$ cat src/rtl/seq_restoring_divider_pkg.sv
// Shared types for the sequential restoring divider: FSM encoding and default operand width.
package seq_restoring_divider_pkg;

   localparam int DEF_WIDTH = 8;

   typedef enum logic [1:0] {
      IDLE = 2'd0,
      RUN  = 2'd1,
      DONE = 2'd2
   } state_t;

endpackage

$ cat src/rtl/seq_restoring_divider_if.sv
// Start/done handshake bundle between a requester (master) and the divider (slave).
interface seq_restoring_divider_if
   import seq_restoring_divider_pkg::*;
#(
   parameter int WIDTH = DEF_WIDTH
);
   logic             i_start;
   logic [WIDTH-1:0] i_dividend;
   logic [WIDTH-1:0] i_divisor;
   logic             o_busy;
   logic             o_done;
   logic [WIDTH-1:0] o_quotient;
   logic [WIDTH-1:0] o_remainder;
   logic             o_div_by_zero;

   modport master (
      output i_start, i_dividend, i_divisor,
      input  o_busy, o_done, o_quotient, o_remainder, o_div_by_zero
   );

   modport slave (
      input  i_start, i_dividend, i_divisor,
      output o_busy, o_done, o_quotient, o_remainder, o_div_by_zero
   );
endinterface

$ cat src/rtl/seq_restoring_divider_subtractor.sv
// Ripple subtractor a - b = a + ~b + 1 built from full_adder cells; purely combinational.
module full_adder (
   input  logic a,
   input  logic b,
   input  logic cin,
   output logic sum,
   output logic cout
);
   assign sum  = a ^ b ^ cin;
   assign cout = (a & b) | (cin & (a ^ b));
endmodule

module ripple_subtractor #(
   parameter int N = 9
) (
   input  logic [N-1:0] a,
   input  logic [N-1:0] b,
   output logic [N-1:0] diff,
   output logic         borrow
);
   logic [N:0] carry;

   assign carry[0] = 1'b1;

   for (genvar i = 0; i < N; i++) begin : g_fa
      full_adder u_fa (
         .a    (a[i]),
         .b    (~b[i]),
         .cin  (carry[i]),
         .sum  (diff[i]),
         .cout (carry[i+1])
      );
   end

   // No carry out of the top cell means b > a.
   assign borrow = ~carry[N];
endmodule

$ cat src/rtl/seq_restoring_divider.sv
// Unsigned restoring divider, one quotient bit per clock; o_done WIDTH cycles after start (1 on /0).
// Requests are only sampled in IDLE or DONE; i_start during RUN is dropped.
module seq_restoring_divider
   import seq_restoring_divider_pkg::*;
#(
   parameter int WIDTH = DEF_WIDTH
) (
   input  logic                   i_clk,
   input  logic                   i_rst_n,
   seq_restoring_divider_if.slave bus
);
   localparam int CW = $clog2(WIDTH);

   state_t           state;
   logic [CW-1:0]    count;
   logic [WIDTH-1:0] r;
   logic [WIDTH-1:0] q;
   logic [WIDTH-1:0] dvsr;

   logic [WIDTH:0]   shifted;
   logic [WIDTH:0]   diff;
   logic             borrow;
   logic             take;
   logic [WIDTH-1:0] q_nxt;
   logic [WIDTH-1:0] r_nxt;

   // R is always below the divisor, so its top bit is never stored.
   assign shifted = {r, q[WIDTH-1]};

   ripple_subtractor #(.N(WIDTH + 1)) u_sub (
      .a      (shifted),
      .b      ({1'b0, dvsr}),
      .diff   (diff),
      .borrow (borrow)
   );

   // For in-range operands diff[WIDTH] mirrors borrow; either one blocks the restore.
   assign take  = ~(borrow | diff[WIDTH]);
   assign q_nxt = {q[WIDTH-2:0], take};
   assign r_nxt = take ? diff[WIDTH-1:0] : shifted[WIDTH-1:0];

   always_ff @(posedge i_clk or negedge i_rst_n) begin
      if (!i_rst_n) begin
         state             <= IDLE;
         count             <= '0;
         r                 <= '0;
         q                 <= '0;
         dvsr              <= '0;
         bus.o_busy        <= 1'b0;
         bus.o_done        <= 1'b0;
         bus.o_quotient    <= '0;
         bus.o_remainder   <= '0;
         bus.o_div_by_zero <= 1'b0;
      end else begin
         case (state)
            IDLE, DONE: begin
               if (bus.i_start) begin
                  dvsr              <= bus.i_divisor;
                  q                 <= bus.i_dividend;
                  r                 <= '0;
                  count             <= CW'(WIDTH - 1);
                  bus.o_div_by_zero <= 1'b0;
                  if (bus.i_divisor == '0) begin
                     state             <= DONE;
                     bus.o_busy        <= 1'b0;
                     bus.o_done        <= 1'b1;
                     bus.o_quotient    <= '1;
                     bus.o_remainder   <= bus.i_dividend;
                     bus.o_div_by_zero <= 1'b1;
                  end else begin
                     state      <= RUN;
                     bus.o_busy <= 1'b1;
                     bus.o_done <= 1'b0;
                  end
               end else begin
                  state      <= IDLE;
                  bus.o_done <= 1'b0;
               end
            end
            RUN: begin
               r     <= r_nxt;
               q     <= q_nxt;
               count <= count - CW'(1);
               if (count == '0) begin
                  state           <= DONE;
                  bus.o_busy      <= 1'b0;
                  bus.o_done      <= 1'b1;
                  bus.o_quotient  <= q_nxt;
                  bus.o_remainder <= r_nxt;
               end
            end
            default: begin
               state      <= IDLE;
               bus.o_busy <= 1'b0;
               bus.o_done <= 1'b0;
            end
         endcase
      end
   end
endmodule
$ cat src/flat_wrapper.sv
// flat-port wrapper written by rule: the top's interface ports become plain ports
module seq_restoring_divider_flat import seq_restoring_divider_pkg::*;
#(
   parameter int WIDTH = DEF_WIDTH
)
  (i_clk, i_rst_n, bus_i_start, bus_i_dividend, bus_i_divisor, bus_o_busy, bus_o_done, bus_o_quotient, bus_o_remainder, bus_o_div_by_zero);
  seq_restoring_divider_if #(.WIDTH(WIDTH)) bus_i ();
  input  logic i_clk;
  input  logic i_rst_n;
  input wire logic [$bits(bus_i.i_start)-1:0] bus_i_start;
  input wire logic [$bits(bus_i.i_dividend)-1:0] bus_i_dividend;
  input wire logic [$bits(bus_i.i_divisor)-1:0] bus_i_divisor;
  output wire logic [$bits(bus_i.o_busy)-1:0] bus_o_busy;
  output wire logic [$bits(bus_i.o_done)-1:0] bus_o_done;
  output wire logic [$bits(bus_i.o_quotient)-1:0] bus_o_quotient;
  output wire logic [$bits(bus_i.o_remainder)-1:0] bus_o_remainder;
  output wire logic [$bits(bus_i.o_div_by_zero)-1:0] bus_o_div_by_zero;
  assign bus_i.i_start = bus_i_start;
  assign bus_i.i_dividend = bus_i_dividend;
  assign bus_i.i_divisor = bus_i_divisor;
  assign bus_o_busy = bus_i.o_busy;
  assign bus_o_done = bus_i.o_done;
  assign bus_o_quotient = bus_i.o_quotient;
  assign bus_o_remainder = bus_i.o_remainder;
  assign bus_o_div_by_zero = bus_i.o_div_by_zero;
  seq_restoring_divider #(.WIDTH(WIDTH)) u_core (.i_clk(i_clk), .i_rst_n(i_rst_n), .bus(bus_i));
endmodule
$ cat config.mk
export PLATFORM = sky130hd
export DESIGN_NAME = seq_restoring_divider_flat
export DESIGN_NICKNAME = d
export VERILOG_FILES = /design/src/rtl/seq_restoring_divider_pkg.sv /design/src/rtl/seq_restoring_divider_if.sv /design/src/rtl/seq_restoring_divider_subtractor.sv /design/src/rtl/seq_restoring_divider.sv /design/src/flat_wrapper.sv
export SDC_FILE = /design/constraint.sdc
export NUM_CORES = 1
export LEC_CHECK = 0
export BUFFER_PORTS_ARGS = -buffer_cell sky130_fd_sc_hd__buf_2
export CAP_MARGIN = 20
export CORE_MARGIN = 4
export CORE_UTILIZATION = 30
export DETAILED_ROUTE_END_ITERATION = 7
export HOLD_SLACK_MARGIN = 0.12
export SLEW_MARGIN = 0
export SYNTH_ARGS = -nofsm -noshare
export SYNTH_HDL_FRONTEND = slang
export SYNTH_SLANG_ARGS = --single-unit
$ cat constraint.sdc
create_clock -name i_clk -period 4.5 [get_ports i_clk]
set_clock_uncertainty 0.05 [all_clocks]
set_input_delay 0.45 -clock i_clk [delete_from_list [all_inputs] [get_ports i_clk]]
set_output_delay 0.45 -clock i_clk [all_outputs]
set_load 0.02 [all_outputs]
==> run metrics, run 1 <==
clock-pin transition on the worst setup and hold timing paths=80 ps; area delta synth->final=17.5%; critical-path cell list=inv_1, ha_1, inv_1, fa_1, inv_1, fa_1, fa_1, fa_1, fa_1, fa_1, inv_1, fa_1, xnor2_2, mux2i_1, a211oi_2, a21o_1; Hold Path Origin=bus_i_divisor[5]; DR WL/cell=13.9 µm; drt via density=4.63; initial antenna violation count=0; P_leak=1.33 nW; WL final=5100 µm; adder-cell share of the synthesized area=0.0761; family with the most delay on the worst path=adder cells; Finished Cell Area=2740 µm²; CTS tree=yes; worst setup margin=355 ps; Worst Hold End=u_core.dvsr[5]$_DFFE_PN0P_; root buffer selected by CTS=clkbuf_8; global-route wire length before repair=8870 µm; Crit Path Class=register to register; Initial Util=0.315; Final nets=296; worst endpoint data arrival time=4290 ps; H-Tree Depth=2; mapped cell area=2330 µm²; Fin Hold WS=344 ps; sequential area share after synthesis=0.504; RD Place Congestion=0.778; area leader, netlist=dfrtp_1; Via Count=1696; post-synthesis mux area share=0.00857; Crit Path Max Fanout=5; slew margin rel.=0.570; FF-to-FF path depth=16; Synth Register Bits=47; Pwr Density=858 nW/µm²; CTS buffer count=5; Core Area=7410 µm²; first-iteration detailed-routing DRC count=84; die footprint=9260 µm²; fmax=241 MHz; r2r setup slk=360 ps; crit path time final=4140 ps; I/O pin cnt=38; Max Cap Viol=0; CP bufs+invs=4; gr usage total=0.125; Setup crit end kind=register; Slowest-stage cell, CP=fa_1; setup violators final=0; unrepaired setup endpoints after global routing=no; fraction of layout cells with a size suffix above 1=0.243; syn avg cell area=10.2 µm²; final hold violation count=0; DP Worst Slack=243 ps; CP Launch Type=register; IO buf count=37; DR pass1 iterations=5; top cell type's share of synthesized area=0.504; grt total ovfl=0; DRC=0; diode count=0; complex-gate fraction of the synthesized area=0.147; xor and xnor area share after synthesis=0.0107; die boundary height=96.2 µm; Net Count, Synth=258; Synth Instances=229; Critical Path Max Stage Delay=390 ps; synth warn=0; antenna-violating nets left=0; count of pins over their slew limit=0; worst hold path type=input pin to register; CP dominant cell by count=fa_1; Sum Neg Setup Slack=0 ps; Worst Tran Pin Value=643 ps; Placed Area=2590 µm²; largest net degree at the start of global routing=48; outcome=complete, no violations; maximum buffer depth of the clock tree=2; period utilization=0.921; main combinational cell family by area after synthesis=simple AND/OR/NAND/NOR gates; Hold Path Depth=3; Max VDD drop=0.000269 V; R2R Path Start=u_core.q[7]$_DFFE_PN0P_; FILL cells=759; Final HPWL DP=3760 µm; row count=31; CTS Sinks=47; distinct cell type count of the synthesized netlist=36; Clock Latency Late Sink=300 ps; die width=96.2 µm; number of global-route vias before repair=1859; Post-Synth Simple-Gate Area=0.196; end of the worst register-to-register path=u_core.bus.o_remainder[7]$_DFFE_PN0P_; largest cells by area after synthesis=dfrtp_1, nand2_1, fa_1; Critical Path RT=4640 ps
-- cells in the final DEF, fill, tap and decap left out, types with 3 or more instances in the layout --
cell type  count
nor2_1        17
o31ai_2        3
nand2_1       60
a21oi_1       11
inv_1         14
fa_1           7
buf_4          3
dfrtp_1       47
a32o_1         3
nor2b_1        7
clkbuf_8       5
nor2b_4        4
o21ai_0        5
ha_1           3
a31oi_1       10
buf_2         37
-- cells by family after synthesis --
kind of cell,count (synthesis)
compound gates,47
xor+xnor,2
fa+ha+maj,10
buf+inv,27
flops,47
mux,2
simple gates,94
-- layer usage --
metal  vias up  global-route usage  share of wire
li1        826                   -              -
met5         -                   0              0
met4         0              0.0427          0.018
met3         9              0.0313          0.041
met1       830               0.161           0.47
met2        31               0.204           0.47
-- stage by stage --
| step | power (mW) | instances | util |
|---|---|---|---|
| final | 2.35 | 366 | 0.370 |
| after CTS | 2.36 | 363 | 0.363 |
| after global routing | 2.60 | 366 | 0.370 |
| after floorplan | 1.71 | 229 | - |
| after detailed placement | 2.06 | 356 | 0.349 |
| after global placement | 2.02 | 356 | 0.349 |
-- flip-flops by register name, indices dropped and copies added (netlist names) --
signal and flops:
u_core.bus.o_quotient 8, u_core.bus.o_remainder 8, u_core.dvsr 8, u_core.q 8, u_core.r 8, u_core.count 3, u_core.bus.o_busy 1, u_core.bus.o_div_by_zero 1
u_core.bus.o_done 1, u_core.state 1
-- how the worst max path moves through the flow --
stage	end	cells after the start	slack (ps)	start
6_report	u_core.bus.o_remainder[7]$_DFFE_PN0P_	16	360	u_core.q[7]$_DFFE_PN0P_
5_1_grt	u_core.bus.o_remainder[5]$_DFFE_PN0P_	16	20	u_core.q[7]$_DFFE_PN0P_
4_1_cts	u_core.bus.o_remainder[5]$_DFFE_PN0P_	16	220	u_core.q[7]$_DFFE_PN0P_
3_5_place_dp	u_core.bus.o_remainder[5]$_DFFE_PN0P_	16	240	u_core.q[7]$_DFFE_PN0P_
3_3_place_gp	u_core.bus.o_remainder[5]$_DFFE_PN0P_	16	390	u_core.q[7]$_DFFE_PN0P_
2_1_floorplan	u_core.r[2]$_DFFE_PN0P_	16	680	u_core.q[7]$_DFFE_PN0P_
-- timing repair --
action | CTS | global route
hold buffers | 0 | 1
setup buffers | 0 | 0
resized for setup | 0 | 1
endpoints found under the setup margin | 0 | 2
endpoints found under the hold margin | 0 | 21
-- Yosys cell counts (all sizes together) --
cell type and count:
a211o 1, a211oi 2, a21o 2, a21oi 12
a221oi 1, a22oi 2, a31oi 10, a32o 3
a32oi 1, and2b 1, buf 11, clkbuf 1
dfrtp 47, fa 7, ha 3, inv 15
mux2i 2, nand2 60, nand2b 2, nor2 17
nor2b 11, nor3 1, nor4 2, o211ai 2
o21a 1, o21ai 5, o22ai 2, o31ai 3
xnor2 1, xor2 1
-- report_power, final --
| part | total (mW) | switching (mW) | internal, mW |
|---|---|---|---|
| registers | 0.772 | 0.133 | 0.640 |
| clock network | 0.299 | 0.136 | 0.163 |
| logic | 1.28 | 0.769 | 0.515 |
-- area by class of cell --
| class | instances | area, µm² | area share |
|---|---|---|---|
| clock buffer | 6 | 72.6 | 0.0265 |
| clock inverter | 1 | 30.0 | 0.0109 |
| inverter | 15 | 56.3 | 0.0205 |
| multi-input combinational | 155 | 1030 | 0.376 |
| sequential | 47 | 1180 | 0.429 |
| tap | 99 | 124 | 0.0452 |
| timing repair buffer | 43 | 253 | 0.0922 |
-- worst reg2reg max path, stage by stage, from the launching register on --
cell	delay (ps)
dfrtp_1	370
inv_1	50
ha_1	190
inv_1	70
fa_1	170
inv_1	50
fa_1	370
fa_1	390
fa_1	390
fa_1	390
fa_1	380
inv_1	80
fa_1	290
xnor2_2	210
mux2i_1	330
a211oi_2	110
a21o_1	150
Power figures use the tool's default switching activity.
==> run 2: changes to the inputs <==
Settings changed: CORE_UTILIZATION 30 to 36.
Clock period 4.5 ns to 5.2 ns, I/O delays scaled along.
==> run 2 against run 1 <==
Compared with the run above:
- fmax is 6.3% lower
- sequential power shrank 14%
- critical path depth is the same
- sequential cell count stayed put
- highest routed layer unchanged
- core utilization is 5.3 points higher
- sequential share of layout area increased by 1.1 points
- die area fell by 15%
- global-route usage up 0.76 points
- power fell by 17%
- via count is 0.24% lower
- critical path type unchanged
==> run metrics, run 2 (same netlist as run 1, synthesis figures left out) <==
die boundary height=88.5 µm; I/O pin cnt=38; # placed instances=333; slew margin rel.=0.450; DRC=0; Sum Neg Setup Slack=0 ps; diode count=0; Worst Tran Pin Value=823 ps; commonest non-fill, non-tap cell in the layout=nand2_1; Crit Path Class=register to register; global-route wire length before repair=7940 µm; Final nets=294; maximum buffer depth of the clock tree=2; initial antenna violation count=0; worst endpoint data arrival time=4550 ps; worst hold path type=input pin to asynchronous set/reset pin; row count=29; period utilization=0.851; Core Area=6310 µm²; H-Tree Depth=2; unrepaired setup endpoints after global routing=no; WL final=4790 µm; CTS buffer count=5; DR pass1 iterations=4; hold_buf cts=0; outcome=complete, no violations; grt total ovfl=0; Final HPWL DP=3430 µm; Pwr Density=729 nW/µm²; P_leak=1.31 nW; clock-pin transition on the worst setup and hold timing paths=90 ps; DP Worst Slack=824 ps; die footprint=7840 µm²; RD Place Congestion=0.801; CP Launch Type=register; DR WL/cell=14.0 µm; number of global-route vias before repair=1675; antenna-violating nets left=0; drt via density=4.93; post-route insts no fill=343; Initial Util=0.370; commonest cells after routing, fill and taps aside=nand2_1, dfrtp_1, buf_2; PostCTS Resize Cnt=0; setup violators final=0; CTS tree=yes; first-iteration detailed-routing DRC count=133; post-CTS setup repair buffer count=0; final hold violation count=0; count of pins over their slew limit=0; Crit Path Max Fanout=11; fmax=226 MHz; area delta synth->final=14.5%; Critical Path RT=5330 ps; Clock Latency Late Sink=300 ps; gr usage total=0.132; fraction of layout cells with a size suffix above 1=0.241; crit path time final=4420 ps; Max Cap Viol=0; root buffer selected by CTS=clkbuf_8; die width=88.5 µm; largest net degree at the start of global routing=48; worst setup margin=777 ps; Via Count=1692; Setup crit end kind=register; Max VDD drop=0.000313 V; IO buf count=37; CTS Sinks=47
-- run 2: changes by cell type in the layout (fill, tap and decap cells not counted), sizes merged --
| cell | before | now |
|---|---|---|
| clkinv | 0 | 1 |
| bufinv | 1 | 0 |
| buf | 42 | 41 |
| dlygate4sd3 | 1 | 0 |
| clkinvlp | 0 | 1 |
-- run 2: final timing paths --
check	startpoint	endpoint	slack [ps]	depth (start not counted)
min in group i_clk	bus_i_divisor[3]	u_core.dvsr[3]$_DFFE_PN0P_	410	3
max in group asynchronous	i_rst_n	u_core.bus.o_quotient[2]$_DFFE_PN0P_	4470	2
min	i_rst_n	u_core.bus.o_quotient[0]$_DFFE_PN0P_	120	1
max reg2reg	u_core.q[7]$_DFFE_PN0P_	u_core.bus.o_remainder[3]$_DFFE_PN0P_	780	16
max	u_core.q[7]$_DFFE_PN0P_	u_core.bus.o_remainder[3]$_DFFE_PN0P_	780	16
min reg2reg	u_core.bus.o_remainder[7]$_DFFE_PN0P_	u_core.bus.o_remainder[7]$_DFFE_PN0P_	430	1
-- run 2: worst max-delay path, stage by stage, from the launching register on --
cell	delay (ps)
dfrtp_1	370
inv_1	50
ha_1	180
inv_1	70
fa_1	170
inv_1	50
fa_1	370
fa_1	390
fa_1	390
fa_1	380
fa_1	360
inv_1	70
fa_1	240
xor2_1	680
nand2_1	170
a21oi_1	230
o31ai_2	70
-- run 2: metrics by stage --
| step | area (µm²) | util | hold slack [ps] | power, mW |
|---|---|---|---|---|
| final | 2670 | 0.423 | 123 | 1.95 |
| after global routing | 2670 | 0.423 | 144 | 2.15 |
| after global placement | 2550 | 0.404 | 407 | 1.72 |
| after detailed placement | 2550 | 0.404 | 411 | 1.73 |
| after CTS | 2640 | 0.418 | 391 | 1.95 |
| after floorplan | 2330 | - | 174 | 1.48 |
-- run 2: per-layer routing --
metal	vias to the layer above	wire [µm]	GRT usage
met5	-	0	0
met4	0	56	0.0481
met3	6	234	0.0326
met2	36	2300	0.205
met1	826	2200	0.182
li1	824	-	-
-- run 2: layout make-up --
| class | count | area [µm²] |
|---|---|---|
| well taps | 77 | 96.3 |
| inverters | 15 | 56.3 |
| clock buffers | 6 | 72.6 |
| clock inverters | 2 | 12.5 |
| fillers | 639 | 3640 |
| repair buffers | 41 | 235 |
| flip-flops and latches | 47 | 1180 |
| multi-input cells | 155 | 1020 |
-- run 2: report_power, final --
part | leakage, nW | internal [mW] | switching, mW | total, mW
Combinational | 0.718 | 0.421 | 0.650 | 1.07
Sequential | 0.552 | 0.553 | 0.107 | 0.661
Clock | 0.0412 | 0.0941 | 0.123 | 0.217
Total | 1.31 | 1.07 | 0.880 | 1.95
==> run 3: changes to the inputs <==
Settings changed: CORE_ASPECT_RATIO from default to 1.4.
==> run 3 against run 2 <==
Compared with the run above:
- global-route usage grew 0.52 points
- core utilization grew 0.63 points
- count of clock-buffer cells in the layout unchanged
- largest cell class unchanged
- largest power group unchanged
==> run metrics, run 3 (same netlist as run 1, synthesis figures left out) <==
IO buf count=37; Final HPWL DP=3650 µm; outcome=complete, no violations; family with the most delay on the worst path=adder cells; Crit Path Max Fanout=11; post-CTS setup repair buffer count=0; commonest cells after routing, fill and taps aside=nand2_1, dfrtp_1, buf_2; number of global-route vias before repair=1744; Initial Util=0.373; Worst Tran Pin Value=792 ps; slew margin rel.=0.470; die width=76.1 µm; commonest non-fill, non-tap cell in the layout=nand2_1; first-iteration detailed-routing DRC count=80; DR pass1 iterations=6; Top Metal Used=met4; multi-input logic area=1020 µm²; sw frac=0.442; R2R Path Start=u_core.q[7]$_DFFE_PN0P_; final hold violation count=0; CP endpoint=u_core.bus.o_remainder[3]$_DFFE_PN0P_; Slowest-stage cell, CP=xor2_1; Via Count=1713; met3 wire len=145 µm; drt via density=5.07; Logic pwr share=0.534; fraction of layout cells with a size suffix above 1=0.237; end of the worst register-to-register path=u_core.bus.o_remainder[3]$_DFFE_PN0P_; r2r setup slk=790 ps; Setup crit end kind=register; root buffer selected by CTS=clkbuf_8; Critical Path Max Stage Delay=660 ps; Core Area=6250 µm²; Max VDD drop=0.000251 V; Finished Cell Area=2690 µm²; period utilization=0.847; CP Launch Type=register; Crit Path Class=register to register; Pwr Density=740 nW/µm²; Met2 Routed Length=2690 µm; die footprint=7860 µm²; I/O pin cnt=38; Worst Setup SP=u_core.q[7]$_DFFE_PN0P_; setup violators final=0; switching component of the power=879 µW; largest net degree at the start of global routing=48; Clock Latency Late Sink=290 ps; H-Tree Depth=2; P_leak=1.32 nW; unrepaired setup endpoints after global routing=no; FILL cells=630; clock share of power=0.130; row count=34; critical-path cell list=inv_1, ha_1, inv_1, fa_1, inv_1, fa_1, fa_1, fa_1, fa_1, fa_1, inv_1, fa_1, xor2_1, nand2_1, a21oi_1, o31ai_2; sequential power share=0.336; gr usage total=0.138; WL final=5030 µm; area delta synth->final=15.1%; Critical Path Stages=16; CTS tree=yes; crit path time final=4410 ps; count of pins over their slew limit=0; global-route wire length before repair=8560 µm; Final Total Pwr=1.99 mW; initial antenna violation count=0; Sum Neg Setup Slack=0 ps; CP bufs+invs=4; DRC=0; CTS Sinks=47; maximum buffer depth of the clock tree=2; worst endpoint data arrival time=4540 ps; Register Area=1180 µm²; clock-pin transition on the worst setup and hold timing paths=90 ps; diode count=0; post-layout util=0.430; P_int=1.11 mW; Critical Path RT=5330 ps; antenna-violating nets left=0; Max Cap Viol=0; Final nets=295; Placed Area=2550 µm²; RD Place Congestion=0.865; CP dominant cell by count=fa_1; Metal-1 WL=2080 µm; die boundary height=103 µm; DR WL/cell=14.9 µm; CTS buffer count=5; grt total ovfl=0; FF-to-FF path depth=16; worst hold path type=input pin to register; fmax=227 MHz
run 3: changes by cell type in the layout (fill, tap and decap cells not counted):
cell and change:
bufinv_16 +1, buf_8 -1, buf_4 +1, dlygate4sd3_1 +1
clkinvlp_4 -1, clkinv_2 -1
run 3: worst min-delay path, cell delays in order:
cell	delay (ps)
buf_2	110
nand2_1	50
nand2_1	50
run 3: power by group through the flow:
stage / clock network (mW) / registers [mW] / logic, mW
after floorplan: 0 / 0.742 / 0.741
after global placement: 0 / 0.672 / 1.06
after detailed placement: 0 / 0.676 / 1.07
after CTS: 0.267 / 0.670 / 1.08
after global routing: 0.280 / 0.692 / 1.22
final: 0.259 / 0.667 / 1.06
run 3: metal layers:
metal | track usage | up-vias
met5 | 0 | -
met4 | 0.0633 | 0
met3 | 0.0225 | 6
met2 | 0.242 | 34
met1 | 0.167 | 846
li1 | - | 827
run 3: worst min path at each step:
stage                                          start                               endpoint  slack [ps]  depth (start not counted)
2_1_floorplan                                i_rst_n          u_core.bus.o_busy$_DFFE_PN0P_         170                          0
3_3_place_gp           u_core.bus.o_busy$_DFFE_PN0P_          u_core.bus.o_busy$_DFFE_PN0P_         410                          2
3_5_place_dp   u_core.bus.o_remainder[7]$_DFFE_PN0P_  u_core.bus.o_remainder[7]$_DFFE_PN0P_         410                          1
4_1_cts                                      i_rst_n            u_core.count[2]$_DFFE_PN0P_         400                          1
5_1_grt                             bus_i_divisor[6]             u_core.dvsr[6]$_DFFE_PN0P_         430                          3
6_report                            bus_i_divisor[6]             u_core.dvsr[6]$_DFFE_PN0P_         420                          3
run 3: cell type report:
class,instances,area share
inverters,15,0.0210
well taps,72,0.0335
clock buffers,6,0.0270
flip-flops and latches,47,0.438
multi-input cells,155,0.381
clock inverters,1,0.0112
repair buffers,42,0.0885
run 3: timing repair:
| item | CTS | global route |
|---|---|---|
| gates resized for setup | 0 | 0 |
| hold buffers | 0 | 1 |
| hold endpoints to repair | 0 | 15 |
run 3: metrics by stage:
step / std cells / worst slack (ps) / hold slack (ps)
after global routing: 338 / 455 / 434
after detailed placement: 329 / 788 / 410
final: 338 / 794 / 420
after floorplan: 229 / 1380 / 174
after global placement: 329 / 875 / 407
after CTS: 336 / 764 / 395
